[config.mk]
export PLATFORM = sky130hd
export DESIGN_NAME = serial_adder
export DESIGN_NICKNAME = d
export VERILOG_FILES = /design/src/rtl/serial_adder.sv
export SDC_FILE = /design/constraint.sdc
export NUM_CORES = 1
export LEC_CHECK = 0
export ABC_AREA = 1
export BUFFER_PORTS_ARGS = -buffer_cell sky130_fd_sc_hd__clkbuf_2
export CORE_MARGIN = 3
export CORE_UTILIZATION = 30
export CTS_BUF_LIST = sky130_fd_sc_hd__clkbuf_8
export CTS_CLUSTER_DIAMETER = 100
export CTS_CLUSTER_SIZE = 40
export DETAILED_ROUTE_END_ITERATION = 16
export PLACE_DENSITY = 0.46
export RECOVER_POWER = 25
export REMOVE_ABC_BUFFERS = 1
export SYNTH_ARGS = -nofsm -noshare
export SYNTH_HDL_FRONTEND = slang
export SYNTH_SLANG_ARGS = --single-unit
[constraint.sdc]
create_clock -name clk -period 3.1 [get_ports clk]
set_input_delay 0.465 -clock clk [delete_from_list [all_inputs] [get_ports clk]]
set_output_delay 0.465 -clock clk [all_outputs]
set_load 0.01 [all_outputs]
[src/rtl/serial_adder.sv]
// Digit-serial adder/subtractor: WIDTH-bit operands, DIGIT bits per cycle, valid/ready on both sides.
// Optional signed-overflow output via `define SERIAL_ADDER_OVF_EN.
module serial_adder #(
  parameter int WIDTH = 16,
  parameter int DIGIT = 4
) (
  input  logic             clk,
  input  logic             reset,
  input  logic             in_valid,
  output logic             in_ready,
  input  logic [WIDTH-1:0] a,
  input  logic [WIDTH-1:0] b,
  input  logic             sub,
  input  logic             cin,
  output logic             out_valid,
  input  logic             out_ready,
  output logic [WIDTH-1:0] sum,
  output logic             cout
`ifdef SERIAL_ADDER_OVF_EN
  ,
  output logic             ovf
`endif
);

  localparam int unsigned N  = WIDTH / DIGIT;
  localparam int unsigned CW = (N > 1) ? $clog2(N) : 1;
  localparam int unsigned D  = DIGIT;

  typedef enum logic [1:0] {IDLE, RUN, DONE} state_t;

  state_t           state, state_next;
  logic [CW-1:0]    cnt;
  logic             carry;
  logic [WIDTH-1:0] a_reg, b_reg, acc, acc_next;
  logic [DIGIT-1:0] a_slice, b_slice, s_slice;
  logic             c_slice;
  logic             last;
  int unsigned      base;

  assign in_ready  = (state == IDLE);
  assign out_valid = (state == DONE);

  always_ff @(posedge clk) begin
    if (reset) state <= IDLE;
    else       state <= state_next;
  end

  always_comb begin
    state_next = state;
    case (state)
      IDLE:    if (in_valid) state_next = RUN;
      RUN:     if (last) state_next = DONE;
      DONE:    if (out_ready) state_next = IDLE;
      default: state_next = IDLE;
    endcase
  end

  // One slice per cycle; the partial result is built in acc and only published to sum on the last slice.
  always_comb begin
    base     = 32'(cnt) * D;
    a_slice  = a_reg[base +: DIGIT];
    b_slice  = b_reg[base +: DIGIT];
    {c_slice, s_slice} = {1'b0, a_slice} + {1'b0, b_slice} + (DIGIT+1)'(carry);
    acc_next = acc;
    acc_next[base +: DIGIT] = s_slice;
    last     = (cnt == CW'(N - 1));
  end

  always_ff @(posedge clk) begin
    if (reset) begin
      cnt   <= '0;
      carry <= 1'b0;
      a_reg <= '0;
      b_reg <= '0;
      acc   <= '0;
      sum   <= '0;
      cout  <= 1'b0;
    end else begin
      case (state)
        IDLE: begin
          if (in_valid) begin
            a_reg <= a;
            b_reg <= sub ? ~b : b;
            carry <= sub | cin;
            cnt   <= '0;
          end
        end
        RUN: begin
          acc   <= acc_next;
          carry <= c_slice;
          cnt   <= cnt + CW'(1);
          if (last) begin
            sum  <= acc_next;
            cout <= c_slice;
          end
        end
        default: ;
      endcase
    end
  end

`ifdef SERIAL_ADDER_OVF_EN
  logic msb_carry_in;
  logic ovf_reg;

  // Carry into the MSB recovered from the MSB's own sum bit and operand bits.
  assign msb_carry_in = s_slice[DIGIT-1] ^ a_slice[DIGIT-1] ^ b_slice[DIGIT-1];

  always_ff @(posedge clk) begin
    if (reset) ovf_reg <= 1'b0;
    else if (state == RUN && last) ovf_reg <= msb_carry_in ^ c_slice;
  end

  assign ovf = ovf_reg;
`endif

endmodule

==> impl_results.md <==
- Outcome: complete, no violations
- Slew Limit Fails: 0
- Core area: 0.0109 mm2
- Yosys warns: 0
- Clk_skew: 0.00930 ns
- Asr flop ratio synth: 0%
- Fin util: 35.9%
- Layout cells sized above 1: 13.2%
- VDD IR-drop max: 0.000176 V
- Vias: 2927
- Fin nets: 545
- Diodes inserted: 0
- Post-CTS Hold Buffers: 0
- Pint: 1.46 mW
- EDFF count, synth: 0
- Final Hold Vio Count: 0
- I/O Buffers: 56
- Post-route ant nets: 0
- Final setup viols: 0
- Post-Syn Instances: 447
- NetSw: 613 uW
- Fillers: 1190
- Power Density: 529 mW/mm2
- Die Span Y: 112 um
- Most used cell, CP: o21ai_0
- R2R Path End: acc[6]
- Post-route insts no fill: 641
- Largest net degree at the start of global routing: 38
- Hold Path Class: input port to flip-flop
- All-layer global routing usage: 13.1%
- DRT Pass-1 Iters: 4
- R2R depth: 12
- Clk slew on worst S/H paths: 0.08 ns
- Register area: 0.00140 mm2
- CP arrival: 2.98 ns
- Area delta synth->final: 15.8%
- R2r setup slk: 0.42 ns
- CTS Sinks: 70
- Post-route clock period utilization: 86.6%
- Worst skew pair latency: 0.34 ns
- Via/cell ratio: 4.57
- Hold EP: a_reg[0]
- Multi-input logic area: 0.00159 mm2
- RSZ-0062 raised after global routing: false
- Flops & latches, synth: 70
- CTS max path bufs: 2
- Synthesized area: 0.00339 mm2
- Clock power frac: 32.9%
- Slew @ Worst Pin: 1.08 ns
- Mean post-synth cell area: 7.58 um2
- Crit path max-delay family: adder cells
- Post-synth cell types: 30
- Crit Path Class: flip-flop to flip-flop
- Critical Path, Cell by Cell: inv_1 -> o21ai_0 -> o22ai_1 -> fa_1 -> fa_1 -> xor2_1 -> nand2_1 -> nor2_1 -> nand2_1 -> o21ai_0 -> o21ai_0 -> inv_1
- Max cap viols: 0
- Seq/Total Area, Yosys: 41.4%
- Reg2Reg Launch Point: cnt[0]
- # resized after CTS: 0
- Die ar.: 0.0126 mm2
- # DRC: 0
- Seq pwr share: 47.7%
- Kind of start point of the critical path: flip-flop
- Min Clock Period, post-route: 2.68 ns
- Drt first-iter violations: 103
- Sw Share: 29.5%
- CP bufs+invs: 2
- Initial Utilization: 31.0%
- Crit. End Element: flip-flop
- Drt wl/cell: 12.7 um
- Initial antenna violation count: 0
- DRT Wirelength: 8140 um
- FP Rows: 38
- Detailed Place HPWL: 5690 um
- Crit-path slowest cell: fa_1
- Top_reg_cell synth: dfxtp_1
- Routability cong.: 0.772
- Inst Count DP: 625
- TNS Setup: 0 ns
- Hold Path Depth: 3
- Die width: 112 um
- Peak Freq: 0.372 GHz
- Comb pwr share: 19.4%
- Gr ovfl total: 0
- Hold_sp: a[0]
- WP data required: 3.39 ns
- Vias in the first global route: 2770
- Max FO, Critical Path: 14
- CP peak stage delay: 0.44 ns
- Post-CTS setup buffer count: 0
- Lkg Pwr: 1.84 nW
- Relative slew margins: 28.0%
- H-tree Lvls: 3
- CTS tree: built
- Root Buffer: clkbuf_8
- First-pass GRT wire length: 13600 um
- Total CTS buffers: 9
- Ports: 57
## layout by cell type (no fill, tap or decap), types with 2 or more instances in the layout
cell       n
o21ai_0   62
a21oi_1   18
o21ai_1    2
clkbuf_8  12
fa_1       2
clkinv_2   2
nor2_1    77
nand4_1    3
clkbuf_2  37
inv_2      4
nand2_1   24
buf_4      7
nand3_1   12
o21bai_1   8
a211oi_1  17
dfxtp_1   70
inv_1     66
o21a_1     9
clkbuf_1  20
o32ai_1    2
ha_1       9
o22ai_1   15
xnor2_1   16
## Yosys cell counts (all sizes together) (8+ instances only)
master / number / area share, %
nand2: 24 / 2.7
o21ai: 64 / 9.5
nor2: 79 / 9.5
o21a: 9 / 2.0
ha: 9 / 3.3
a211oi: 17 / 3.8
clkbuf: 14 / 1.7
o21bai: 8 / 1.8
nand3: 12 / 1.8
o22ai: 15 / 2.8
a21oi: 18 / 2.7
dfxtp: 70 / 41
buf: 12 / 2.4
inv: 69 / 7.6
xnor2: 16 / 4.1
## worst min-delay path, cell delays in order
cell and delay (ns):
clkbuf_2 0.07, nor2_1 0.03, nor2_1 0.08
## cell type report
type,instances,area share [%]
sequential,70,35.7
timing repair buffer,64,7.97
clock inverter,4,0.542
tap,140,4.47
clock buffer,12,4.21
inverter,69,6.60
multi-input combinational,282,40.5
## kinds of logic (layout without fill, tap and decap cells)
logic type | Yosys count | count (layout) | share of synthesized area, %
simple gates | 120 | 120 | 14.9
xor+xnor | 17 | 17 | 4.39
fa+ha+maj | 11 | 11 | 4.51
compound gates | 134 | 134 | 23.1
buf+inv | 95 | 149 | 11.7
flops | 70 | 70 | 41.4
## metrics by stage
step	instance area, um2	setup slack (ns)	total power [mW]	hold WS, ns
floorplan	3250	0.217	1.27	0.466
global placement	3770	0.513	1.41	0.487
detailed placement	3770	0.435	1.42	0.488
CTS	3950	0.404	2.11	0.329
global route	3920	0.0473	2.20	0.346
finish	3920	0.415	2.07	0.342
## worst max-delay path by stage
stage               startpoint  endpoint  cells after the start
global placement        cnt[0]    acc[6]                     12
floorplan               cnt[0]   acc[14]                     12
global route            cnt[0]   acc[14]                     12
detailed placement      cnt[0]    acc[6]                     12
CTS                     cnt[0]    acc[6]                     12
finish                  cnt[0]    acc[6]                     12
## power groups by stage
stage / registers, mW / clock network, mW / logic (mW)
detailed placement: 1.01 / 0 / 0.407
finish: 0.990 / 0.683 / 0.402
floorplan: 1.01 / 0 / 0.268
CTS: 0.991 / 0.714 / 0.409
global placement: 1.01 / 0 / 0.399
global route: 0.997 / 0.746 / 0.462
## metal layers
metal  up-vias  wire [um]  track usage [%]
li1       1555          -                -
met1      1308       3950             17.3
met2        55       3770             21.4
met3         9        346             3.34
met4         0         75             3.61
met5         -          0                0
Note: power is estimated with default switching activity, not from simulation.
